## src/rtl/transmit_buffer.sv

```systemverilog
// FIFO-buffered 8N1 UART transmitter: queued bytes are shifted out LSB first on txd,
// frames are sent back-to-back while the FIFO holds data.
module transmit_buffer #(
  parameter real         BAUDRATE  = 96e2,
  parameter real         FREQUENCY = 12e6,
  parameter int unsigned DEPTH     = 16
) (
  input  logic                       clk,
  input  logic                       rst,
  input  logic                       stb,
  input  logic [7:0]                 dat,
  output logic                       rdy,
  output logic                       txd,
  output logic                       bsy,
  output logic [$clog2(DEPTH+1)-1:0] cnt
);

  localparam int unsigned CYCLES = $rtoi(FREQUENCY / BAUDRATE);
  localparam int unsigned CW     = $clog2(DEPTH + 1);
  localparam int unsigned AW     = $clog2(DEPTH);
  localparam int unsigned TW     = (CYCLES > 1) ? $clog2(CYCLES) : 1;
  localparam logic [TW-1:0] TOP  = TW'(CYCLES - 1);
  localparam logic [CW-1:0] FULL = CW'(DEPTH);

  typedef enum logic [1:0] {IDLE, START, DATA, STOP} state_t;

  state_t        state, state_nx;
  logic [7:0]    mem [DEPTH];
  logic [AW-1:0] wr_ptr, rd_ptr;
  logic [7:0]    shift, shift_nx;
  logic [2:0]    idx, idx_nx;
  logic [TW-1:0] timer, timer_nx;
  logic [CW-1:0] cnt_nx;
  logic          push, pop, txd_nx;

  assign push = stb && rdy;

  always_comb begin
    state_nx = state;
    shift_nx = shift;
    idx_nx   = idx;
    timer_nx = timer;
    pop      = 1'b0;
    case (state)
      IDLE: begin
        if (cnt != '0) begin
          pop      = 1'b1;
          shift_nx = mem[rd_ptr];
          timer_nx = TOP;
          state_nx = START;
        end
      end
      START: begin
        if (timer == '0) begin
          timer_nx = TOP;
          idx_nx   = '0;
          state_nx = DATA;
        end else begin
          timer_nx = timer - TW'(1);
        end
      end
      DATA: begin
        if (timer == '0) begin
          timer_nx = TOP;
          shift_nx = {1'b0, shift[7:1]};
          if (idx == 3'd7) state_nx = STOP;
          else             idx_nx   = idx + 3'd1;
        end else begin
          timer_nx = timer - TW'(1);
        end
      end
      default: begin
        // STOP chains straight into the next START when data is waiting
        if (timer == '0) begin
          if (cnt != '0) begin
            pop      = 1'b1;
            shift_nx = mem[rd_ptr];
            timer_nx = TOP;
            state_nx = START;
          end else begin
            state_nx = IDLE;
          end
        end else begin
          timer_nx = timer - TW'(1);
        end
      end
    endcase
  end

  always_comb begin
    cnt_nx = cnt + CW'(push) - CW'(pop);
    case (state)
      START:   txd_nx = 1'b0;
      DATA:    txd_nx = shift[0];
      default: txd_nx = 1'b1;
    endcase
  end

  always_ff @(posedge clk) begin
    if (push) mem[wr_ptr] <= dat;
  end

  always_ff @(posedge clk) begin
    if (rst) begin
      state  <= IDLE;
      shift  <= '0;
      idx    <= '0;
      timer  <= '0;
      wr_ptr <= '0;
      rd_ptr <= '0;
      cnt    <= '0;
      rdy    <= 1'b1;
      txd    <= 1'b1;
      bsy    <= 1'b0;
    end else begin
      state  <= state_nx;
      shift  <= shift_nx;
      idx    <= idx_nx;
      timer  <= timer_nx;
      if (push) wr_ptr <= wr_ptr + AW'(1);
      if (pop)  rd_ptr <= rd_ptr + AW'(1);
      cnt    <= cnt_nx;
      rdy    <= (cnt_nx < FULL);
      txd    <= txd_nx;
      bsy    <= (state != IDLE) || (cnt != '0);
    end
  end

endmodule
```

## config.mk

```make
export PLATFORM = sky130hd
export DESIGN_NAME = transmit_buffer
export DESIGN_NICKNAME = d
export VERILOG_FILES = /design/src/rtl/transmit_buffer.sv
export SDC_FILE = /design/constraint.sdc
export NUM_CORES = 1
export LEC_CHECK = 0
export CAP_MARGIN = 10
export CORE_MARGIN = 4
export CORE_UTILIZATION = 55
export CTS_CLUSTER_DIAMETER = 50
export DETAILED_ROUTE_END_ITERATION = 16
export PLACE_DENSITY = 0.83
export SLEW_MARGIN = 10
export SYNTH_ARGS = -nofsm -noshare
export SYNTH_HDL_FRONTEND = slang
export SYNTH_SLANG_ARGS = --single-unit
```

## constraint.sdc

```tcl
create_clock -name clk -period 5.1 [get_ports clk]
set_input_delay 1.02 -clock clk [delete_from_list [all_inputs] [get_ports clk]]
set_output_delay 1.02 -clock clk [all_outputs]
set_load 0.1 [all_outputs]
```

==> impl_metrics.tcl <==
set metrics [dict create \
    power.total_mw 4.705 \
    layout.nets 540 \
    hold_path_end "shift[7]" \
    synth_nets 524 \
    rows 41 \
    skew_ns 0.01094 \
    die_area_sq_um 14970 \
    yosys_most_used_dff "sky130_fd_sc_hd__edfxtp_1" \
    detail_route.wirelength_mm 14.93 \
    crit_type "flop to flop" \
    wire_length_of_the_first_global_routing_pass_mm 23.63 \
    detailedRoute.firstIterationViolations 598 \
    worstPathMaxFanout 13 \
    cp_data_required_time_ns 5.42 \
    hold_violations 0 \
    final_max_slew_viol_count 0 \
    timing.critical_path.arrival_ns 3.76 \
    postCtsSetupBuffers 0 \
    crit_path_end_kind "flop" \
    via_count_of_the_first_global_routing_pass 4199 \
    die-height_um 122.3 \
    detail-route-antenna-nets 0 \
    clk_pin_slew_worst_paths_ns 0.07 \
    maxSlewHeadroom_pct 26.85 \
    htreeDepth 4 \
    synthToLayoutAreaGrowth_pct 12.30 \
    setup_viol_count_final 0 \
    reg2reg_to "rdy" \
    vias 4303 \
    mappedNetlistArea_sq_um 7191 \
    grt_setup_unrepaired "no" \
    reg2reg_from "timer[0]" \
    power_density_nw_per_um2 582.6 \
    worstSkewPairLatency_ns 0.43 \
    tightest_slew_ns 1.082 \
    final_min_period_over_clock_period_pct 67.38 \
    totalNegativeSetupSlack_ns 0 \
    synth-seq-area-share_pct 65.70 \
    cts_hold_repair.buffers 0 \
    holdCritPathClass "flop to flop" \
    grt_antenna_before_repair 0 \
    num_antenna_cells 0 \
    gr-total-overflow 0 \
    worst_slack_ns 1.663 \
    cts_max_path_buffers 2 \
    synth.ff_latch_count 172 \
    design.core.area_sq_um 12720 \
    initial_core_util_pct 56.52 \
    routedWlPerCell_um 21.46 \
    cp-start-kind "flop" \
    die_width_um 122.3 \
    place_ws_ns 1.643 \
    grt_start_max_net_pins 31 \
    drive_gt1_share_pct 15.08 \
    post-route-min-period_ns 3.437 \
    remaining_drc_errors 0 \
    vdd_drop_max_v 0.0003902 \
    achievable-frequency_mhz 291.0 \
    post_synth_inst_count 495 \
    clock_sinks 172 \
    total_leakage_power_nw 2.677 \
    port_buffers 18 \
    status "finished clean" \
    hold_depth 2 \
    number_of_flops_mapped_to_enable_cells_by_yosys 128 \
    pin_count 19 \
    vias_per_cell 6.182 \
    ys_async_sr_fraction_pct 0 \
    first_pass_iters 5 \
    cts-resized-gates 0 \
    postSynthAreaPerCell_sq_um 14.53 \
    netlist-cell-type-count 52 \
    cts_buffers 17 \
    hold_start "shift[7]" \
    dp.final_hpwl_mm 9.370 \
    cts_root_buf "sky130_fd_sc_hd__clkbuf_16" \
    grt_usage_pct 21.61 \
    tritoncts "built" \
    worst-r2r-cell-count 12 \
    r2r_setup_slack_ns 1.66 \
    ys_warn_count 0 \
    max-cap-violations 0 \
    routabilityCongestion 0.8180 \
]
## flip-flops by register name (all words and copies together), names as in the netlist, named ones only
register  count
bsy           1
wr_ptr        4
txd           1
mem         128
shift         8
timer        11
idx           3
rdy           1
rd_ptr        4
cnt           5
state         2
## routing by layer
metal	global-route usage, %	vias to the layer above	share of wire (%)
li1	-	1923	-
met3	4.931	26	7.3
met5	0	-	0
met4	7.418	0	1.6
met2	34.22	214	50
met1	29.88	2140	41
## cells in the final DEF (no fill, tap or decap), types with 4 or more instances in the layout
cell type and count:
sky130_fd_sc_hd__xnor2_1 8, sky130_fd_sc_hd__o21ai_0 9, sky130_fd_sc_hd__nor4_1 7, sky130_fd_sc_hd__clkbuf_16 17
sky130_fd_sc_hd__clkdlybuf4s50_1 18, sky130_fd_sc_hd__nand4_1 4, sky130_fd_sc_hd__a21oi_1 17, sky130_fd_sc_hd__inv_1 10
sky130_fd_sc_hd__nor2_1 75, sky130_fd_sc_hd__nand2b_1 9, sky130_fd_sc_hd__inv_6 4, sky130_fd_sc_hd__nand2_1 20
sky130_fd_sc_hd__mux2i_1 7, sky130_fd_sc_hd__inv_8 5, sky130_fd_sc_hd__a211oi_1 6, sky130_fd_sc_hd__and2_1 4
sky130_fd_sc_hd__mux4_2 32, sky130_fd_sc_hd__dfxtp_1 43, sky130_fd_sc_hd__o22ai_1 14, sky130_fd_sc_hd__nand3_1 8
sky130_fd_sc_hd__nor2b_1 4, sky130_fd_sc_hd__edfxtp_1 128, sky130_fd_sc_hd__ha_1 17, sky130_fd_sc_hd__nor3_1 9
## power by group
| group | internal [mW] | switching (mW) |
|---|---|---|
| clock | 0.647 | 0.580 |
| combinational | 0.659 | 0.982 |
| sequential | 1.65 | 0.188 |
## synthesized netlist by cell type, types with 2 or more instances
master / n / area, sq um
sky130_fd_sc_hd__nand4_1: 4 / 25.02
sky130_fd_sc_hd__nand2_1: 20 / 75.07
sky130_fd_sc_hd__nor2_1: 75 / 281.5
sky130_fd_sc_hd__nand3_1: 8 / 40.04
sky130_fd_sc_hd__ha_1: 17 / 212.7
sky130_fd_sc_hd__nor3_1: 11 / 55.05
sky130_fd_sc_hd__a21o_1: 3 / 22.52
sky130_fd_sc_hd__nor2b_1: 4 / 25.02
sky130_fd_sc_hd__edfxtp_1: 128 / 3844
sky130_fd_sc_hd__mux2_2: 2 / 22.52
sky130_fd_sc_hd__or2_2: 2 / 12.51
sky130_fd_sc_hd__xnor2_1: 8 / 70.07
sky130_fd_sc_hd__dfxtp_1: 44 / 880.8
sky130_fd_sc_hd__nor4_1: 7 / 43.79
sky130_fd_sc_hd__buf_2: 6 / 30.03
sky130_fd_sc_hd__xor2_1: 3 / 26.28
sky130_fd_sc_hd__o22ai_1: 14 / 87.58
sky130_fd_sc_hd__inv_1: 10 / 37.54
sky130_fd_sc_hd__a211oi_1: 6 / 45.04
sky130_fd_sc_hd__clkbuf_1: 16 / 60.06
sky130_fd_sc_hd__o21ai_0: 9 / 45.04
sky130_fd_sc_hd__nor4b_1: 2 / 17.52
sky130_fd_sc_hd__mux2i_1: 7 / 70.07
sky130_fd_sc_hd__mux4_2: 32 / 720.7
sky130_fd_sc_hd__a311oi_1: 2 / 17.52
sky130_fd_sc_hd__a21oi_1: 17 / 85.08
sky130_fd_sc_hd__nand2b_1: 9 / 56.30
sky130_fd_sc_hd__or3_1: 2 / 12.51
sky130_fd_sc_hd__and2_1: 4 / 25.02
## through the flow
step | util [%] | hold slack [ns] | instance area (sq um) | instances
finish | 63.47 | 0.4794 | 8075 | 696
global route | 63.47 | 0.5051 | 8075 | 696
CTS | 63.36 | 0.4818 | 8060 | 695
detailed placement | 58.98 | 0.4724 | 7503 | 663
global placement | 58.98 | 0.4567 | 7503 | 663
floorplan | - | 0.4464 | 7191 | 495
## cells by family after synthesis
group / count (synthesis) / share of synthesized area [%]
xor gates and xnor gates: 11 / 1.340
DFF: 172 / 65.70
muxes: 41 / 11.31
adders and majority gates: 18 / 3.236
AOI/OAI and AO/OA: 64 / 6.021
and+or+nand+nor: 155 / 10.49
buffers and inverters: 34 / 1.897
## worst max path at each step
stage | from | cells past startpoint | slack (ns) | to
2_1_floorplan | cnt[2] | 14 | 1.56 | rdy
3_3_place_gp | stb | 11 | 1.83 | rdy
3_5_place_dp | stb | 4 | 1.64 | mem[0][3]
4_1_cts | cnt[2] | 14 | 1.73 | rdy
5_1_grt | timer[0] | 12 | 1.44 | rdy
6_report | timer[0] | 12 | 1.66 | rdy
## layout make-up
type	count	area [sq um]
clock buffer	19	432.9
tap	172	215.2
fill	927	4647
multi-input combinational	289	2340
timing repair buffer	21	200.2
clock inverter	13	123.9
inverter	10	37.54
sequential	172	4726
## worst max-delay path: stages, from the launching register on
cell                      delay (ns)
sky130_fd_sc_hd__dfxtp_1        0.34
sky130_fd_sc_hd__inv_1          0.09
sky130_fd_sc_hd__ha_1           0.18
sky130_fd_sc_hd__nor3b_2        0.73
sky130_fd_sc_hd__nand4_1        0.39
sky130_fd_sc_hd__nand2_1        0.29
sky130_fd_sc_hd__nand2_1        0.16
sky130_fd_sc_hd__fa_1           0.46
sky130_fd_sc_hd__a21oi_1        0.15
sky130_fd_sc_hd__nor2_1         0.05
sky130_fd_sc_hd__nor2_1         0.11
sky130_fd_sc_hd__xnor2_1        0.10
sky130_fd_sc_hd__or2_2          0.27
(Power assumes the default switching activity.)
